==> src/rtl/rename_table_ckpt.sv <==
// Register rename table with checkpoint slots for mispredict recovery.
// Renames apply oldest-to-youngest per group; snapshots capture the post-rename map.
module rename_table_ckpt #(
  parameter int NUM_AREG = 32,
  parameter int PW       = 6,
  parameter int NPORT    = 2,
  parameter int NCKPT    = 4,
  localparam int AW      = $clog2(NUM_AREG),
  localparam int CW      = $clog2(NCKPT)
) (
  input  logic                   clk_i,
  input  logic                   reset_i,
  input  logic                   stall_i,
  input  logic [NPORT-1:0]       ren_valid_i,
  input  logic [NPORT*AW-1:0]    ren_areg_i,
  input  logic [NPORT*PW-1:0]    ren_preg_i,
  output logic [NPORT-1:0]       old_valid_o,
  output logic [NPORT*PW-1:0]    old_preg_o,
  output logic [NUM_AREG*PW-1:0] map_out_o,
  input  logic                   ckpt_take_i,
  output logic [CW-1:0]          ckpt_id_o,
  output logic                   ckpt_full_o,
  input  logic                   ckpt_release_i,
  input  logic                   ckpt_restore_i,
  input  logic [CW-1:0]          restore_id_i,
  input  logic                   flush_i,
  input  logic [NUM_AREG*PW-1:0] flush_map_i,
  output logic [CW:0]            ckpt_count_o,
  output logic                   restore_err_o
);

  logic [PW-1:0]       map_q   [NUM_AREG];
  logic [PW-1:0]       map_d   [NUM_AREG];
  logic [PW-1:0]       map_ren [NUM_AREG];
  logic [PW-1:0]       ckpt_q  [NCKPT][NUM_AREG];
  logic [CW-1:0]       head_q, head_d, tail_q, tail_d;
  logic [CW:0]         count_q, count_d;
  logic [NPORT-1:0]    old_valid_q, old_valid_d;
  logic [NPORT*PW-1:0] old_preg_q, old_preg_d;
  logic                err_q, err_d;
  logic [NPORT-1:0]    ren_hit;
  logic [NPORT*PW-1:0] ren_old;
  logic [CW-1:0]       rst_off;
  logic                rst_live, full, take_ok, rel_ok, ckpt_wr;

  // Sequential port walk: a younger port sees an older port's write as its prior mapping.
  always_comb begin
    map_ren = map_q;
    ren_hit = '0;
    ren_old = '0;
    for (int k = 0; k < NPORT; k++) begin
      if (ren_valid_i[k] && (ren_areg_i[k*AW +: AW] != '0)) begin
        ren_hit[k]              = 1'b1;
        ren_old[k*PW +: PW]     = map_ren[ren_areg_i[k*AW +: AW]];
        map_ren[ren_areg_i[k*AW +: AW]] = ren_preg_i[k*PW +: PW];
      end
    end
  end

  always_comb begin
    full     = (count_q == (CW+1)'(NCKPT));
    rst_off  = restore_id_i - head_q;
    rst_live = ({1'b0, rst_off} < count_q);
    take_ok  = ckpt_take_i && (!full || ckpt_release_i);
    rel_ok   = ckpt_release_i && (count_q != '0);
  end

  always_comb begin
    map_d       = map_q;
    head_d      = head_q;
    tail_d      = tail_q;
    count_d     = count_q;
    old_valid_d = '0;
    old_preg_d  = '0;
    err_d       = 1'b0;
    ckpt_wr     = 1'b0;
    if (flush_i) begin
      for (int i = 0; i < NUM_AREG; i++) map_d[i] = flush_map_i[i*PW +: PW];
      head_d  = '0;
      tail_d  = '0;
      count_d = '0;
    end else if (ckpt_restore_i) begin
      // A restore consumes the whole cycle, legal or not.
      if (rst_live) begin
        map_d   = ckpt_q[restore_id_i];
        tail_d  = restore_id_i;
        count_d = {1'b0, rst_off};
      end else begin
        err_d = 1'b1;
      end
    end else begin
      map_d       = map_ren;
      old_valid_d = ren_hit;
      old_preg_d  = ren_old;
      ckpt_wr     = take_ok;
      if (take_ok) tail_d = tail_q + CW'(1);
      if (rel_ok)  head_d = head_q + CW'(1);
      count_d = count_q + {{CW{1'b0}}, take_ok} - {{CW{1'b0}}, rel_ok};
    end
  end

  always_ff @(posedge clk_i) begin
    if (reset_i) begin
      for (int i = 0; i < NUM_AREG; i++) map_q[i] <= PW'(i);
      head_q      <= '0;
      tail_q      <= '0;
      count_q     <= '0;
      old_valid_q <= '0;
      old_preg_q  <= '0;
      err_q       <= 1'b0;
    end else if (!stall_i) begin
      map_q       <= map_d;
      head_q      <= head_d;
      tail_q      <= tail_d;
      count_q     <= count_d;
      old_valid_q <= old_valid_d;
      old_preg_q  <= old_preg_d;
      err_q       <= err_d;
    end
  end

  // Snapshot storage carries no reset; liveness is tracked by head/count alone.
  always_ff @(posedge clk_i) begin
    if (!reset_i && !stall_i && ckpt_wr) ckpt_q[tail_q] <= map_ren;
  end

  always_comb begin
    for (int i = 0; i < NUM_AREG; i++) map_out_o[i*PW +: PW] = map_q[i];
  end

  assign old_valid_o   = old_valid_q;
  assign old_preg_o    = old_preg_q;
  assign ckpt_id_o     = tail_q;
  assign ckpt_full_o   = full;
  assign ckpt_count_o  = count_q;
  assign restore_err_o = err_q;

endmodule

==> config.mk <==
export PLATFORM = sky130hd
export DESIGN_NAME = rename_table_ckpt
export DESIGN_NICKNAME = d
export VERILOG_FILES = /design/src/rtl/rename_table_ckpt.sv
export SDC_FILE = /design/constraint.sdc
export NUM_CORES = 2
export LEC_CHECK = 0
export CELL_PAD_IN_SITES_DETAIL_PLACEMENT = 0
export CELL_PAD_IN_SITES_GLOBAL_PLACEMENT = 1
export CORE_MARGIN = 3
export CORE_UTILIZATION = 25
export CTS_BUF_LIST = sky130_fd_sc_hd__clkbuf_4 sky130_fd_sc_hd__clkbuf_8
export DETAILED_ROUTE_END_ITERATION = 8
export PLACE_DENSITY_LB_ADDON = 0.15
export SLEW_MARGIN = 10
export SYNTH_ARGS = -nofsm -noshare
export SYNTH_HDL_FRONTEND = slang
export SYNTH_SLANG_ARGS = --single-unit
export TNS_END_PERCENT = 1
==> constraint.sdc <==
create_clock -name clk_i -period 12.7 [get_ports clk_i]
set_input_delay 3.81 -clock clk_i [delete_from_list [all_inputs] [get_ports clk_i]]
set_output_delay 3.81 -clock clk_i [all_outputs]
set_load 0.05 [all_outputs]
==> flow_summary.ini <==
[drt]
wl_per_cell_um = 34.0
drt_iter0_markers = 3903
drt_pre_antenna_iters = 8
postRouteAntennaNets = 0
drt-total-wl_um = 230000
drc_errors = 0
num_vias = 36600
viasPerCell = 5.42

[power_and_ir_drop]
p_per_area_nw_per_um2 = 141
p_leak_nw = 19.0
vdd.ir_drop.worst_mv = 0.0889

[grt]
grt_pass1_wl_um = 310000
grt_pass1_vias = 35500
grt_usage_pct = 23.2
overflow = 0
grt_max_degree = 159
antenna_found_initial = 32

[yosys]
yosysSeqAreaShare_pct = 58.6
synth-edff-count = 768
synth_top_flop_cell = edfxtp_1
synth_top_area_share_pct = 49.4
avgSynthCellArea_um2 = 12.4
syn_inst = 3761
postSynth.asyncResetShare_pct = 0
synth_nets = 3995
synth-seq-cells = 982
synth_top_area_cell = edfxtp_1
synth_area_leaders = edfxtp_1 49%, mux4_2 9.3%, dfxtp_1 9.2%
yosys_warnings = 0
yosysUniqueCellTypes = 71
yosys-top-cells-count = 768 x edfxtp_1, 368 x nand2_1, 259 x clkbuf_1
synth_most_common_cell = edfxtp_1
synthesis.area_um2 = 46700

[critical_path]
start_kind = primary input
cp.required_ns = 13.46
path_buf_inv = 1
slowest_delay_ns = 1.14
reg2reg_from = head_q[0]$_SDFFE_PP0P_
rr_endpoint = map_out_o[178]$_SDFFE_PP1P_
critPathTopFamily = compound AO/OA/AOI/OAI gates
crit_fanout = 21
cp_data_arrival_time_ns = 7.74
path_cells = clkdlybuf4s50_1 -> nand4b_1 -> o21ai_0 -> a31oi_1 -> mux2i_1 -> a21o_1 -> a21oi_1
path_depth = 7
endpoint_kind = register
ff2ff_setup_slack_ns = 8.86
ff2ff_path_depth = 10
worstSetupPathType = primary input to register
crit_start = ren_valid_i[0]
slowest_stage = nand4b_1
endpoint = map_out_o[152]$_SDFFE_PP0P_

[final_layout]
regArea_um2 = 27300
fin_nets = 4348
fillers = 18800
multiInputGateArea_um2 = 17700
area_delta_synth_final_pct = 22.5
drive_gt1_share_pct = 15.9

[clocking]
htreeDepth = 4
cts_buffer_depth = 3
cts-root-buf = clkbuf_8
clock_latency_ns = 0.95
cts_resized = 0
cts_tree = yes
clk_pin_slew_worst_paths_ns = 0.06
cts_sinks = 982
cts-hold-fix-buffers = 0
post-cts-setup-buffers = 0
cts_buffers = 177

[floorplanning]
dieArea_um2 = 192000
fp-row-count = 157
coreArea_um2 = 184000
die_w_um = 438
ios = 438
die_y_um = 438
start_util_pct = 25.3

[hold_path]
hp-class = register to register

[placement]
portBuffers = 437
dpl.hpwl_um = 161000
gp_congestion = 0.998

[sta]
rsz0062_at_grt = no
hold_slack_ns = 0.472
finalMaxSlewViolations = 0
tns_ns = 0
slew_headroom_pct = 14.2
fin_crit_ns = 6.98
period_share_pct = 55.0
finClkSkew_ns = 0.0741
setup_violations = 0
tightestPinTransition_ns = 1.28
hold_viol_final = 0
fmax_mhz = 143

[run_status]
status = completed

[run]
drv_cap = 0
[state kept, by name, summed over array words and instances (netlist names)]
register and count:
head_q 2, old_valid_o 2, map_out_o 192, ckpt_count_o 3, old_preg_o 12, ckpt_id_o 2
restore_err_o 1, ckpt_q 768
[cells by family (layout without fill, tap and decap cells)]
| group | count (synthesis) | count (layout) | share of synthesized area [%] |
|---|---|---|---|
| xor+xnor | 3 | 3 | 0.0563 |
| mux | 460 | 460 | 15.1 |
| buf+inv | 408 | 914 | 3.54 |
| fa+ha+maj | 9 | 9 | 0.257 |
| flops | 982 | 982 | 58.6 |
| simple gates | 909 | 909 | 9.22 |
| compound gates | 990 | 990 | 13.2 |
| other cells | 0 | 16 | 0 |
[metrics by stage]
stage          power, W  std cells  utilization (%)  worst slack [ns]  cell area [µm²]
6_report        0.00804       6747             31.0              5.72            57200
5_1_grt         0.00832       6735             31.0              5.47            57200
4_1_cts         0.00813       6731             31.0              5.80            57100
3_5_place_dp    0.00498       6399             29.0              4.78            53400
3_3_place_gp    0.00498       6399             29.0              4.75            53400
2_1_floorplan   0.00435       3761                -              3.21            46700
[power by group]
group / switching [W] / leakage (nW) / internal [W] / total [W]
clock: 0.00142 / 1.97 / 0.00170 / 0.00312
combinational: 0.000815 / 8.36 / 0.000391 / 0.00121
sequential: 0.000150 / 8.64 / 0.00356 / 0.00371
[cells in the final DEF, fill, tap and decap left out, types with 8 or more instances in the layout]
cell,count
a211oi_1,19
a21o_1,48
a21oi_1,251
a221o_1,14
a221oi_1,72
a22oi_1,19
a31oi_1,118
and2_1,13
and3_1,18
and3b_1,17
buf_4,89
clkbuf_4,80
clkbuf_8,192
clkdlybuf4s50_1,424
clkinv_1,31
clkinv_2,13
dfxtp_1,214
diode_2,16
edfxtp_1,768
ha_1,8
inv_1,51
mux2_2,47
mux2i_1,221
mux4_2,192
nand2_1,368
nand3_1,140
nand4_1,23
nor2_1,154
nor2b_1,11
nor3_1,66
nor4_1,32
o211ai_1,67
o21ai_0,248
o22ai_1,77
o41ai_1,23
[per-layer routing]
metal / GRT usage [%] / vias up / share of wire, %
met4: 9.78 / 6 / 4.5
li1: - / 15500 / -
met3: 4.51 / 417 / 6.9
met2: 37.2 / 1691 / 47
met5: 0 / - / 0.014
met1: 30.7 / 19000 / 42
[worst reg2reg max path, cell delays in order (launching register included)]
cell and delay (ns):
dfxtp_1 0.35, ha_1 0.20, xnor2_1 0.13, xnor2_1 0.15, ha_1 0.28, a21oi_1 0.10
o31ai_4 0.27, buf_12 0.58, buf_4 0.69, buf_4 0.64, o211ai_1 0.24
[how the worst min path moves through the flow]
stage,start,end,slack [ns],cells after the start
finish,old_valid_o[0]$_SDFFE_PP0N_,old_valid_o[0]$_SDFFE_PP0N_,0.47,2
floorplan,head_q[1]$_SDFFE_PP0P_,head_q[1]$_SDFFE_PP0P_,0.47,2
CTS,old_valid_o[0]$_SDFFE_PP0N_,old_valid_o[0]$_SDFFE_PP0N_,0.47,2
global placement,old_valid_o[0]$_SDFFE_PP0N_,old_valid_o[0]$_SDFFE_PP0N_,0.47,2
global route,old_valid_o[0]$_SDFFE_PP0N_,old_valid_o[0]$_SDFFE_PP0N_,0.50,2
detailed placement,old_valid_o[0]$_SDFFE_PP0N_,old_valid_o[0]$_SDFFE_PP0N_,0.46,2
[layout make-up]
cell class | count | share of cell area [%]
tap | 2464 | 5.39
antenna | 16 | 0.0700
timing repair buffer | 528 | 8.90
clock inverter | 60 | 0.794
inverter | 54 | 0.361
clock buffer | 272 | 5.67
multi-input combinational | 2371 | 31.0
sequential | 982 | 47.8
(Power assumes the default switching activity.)
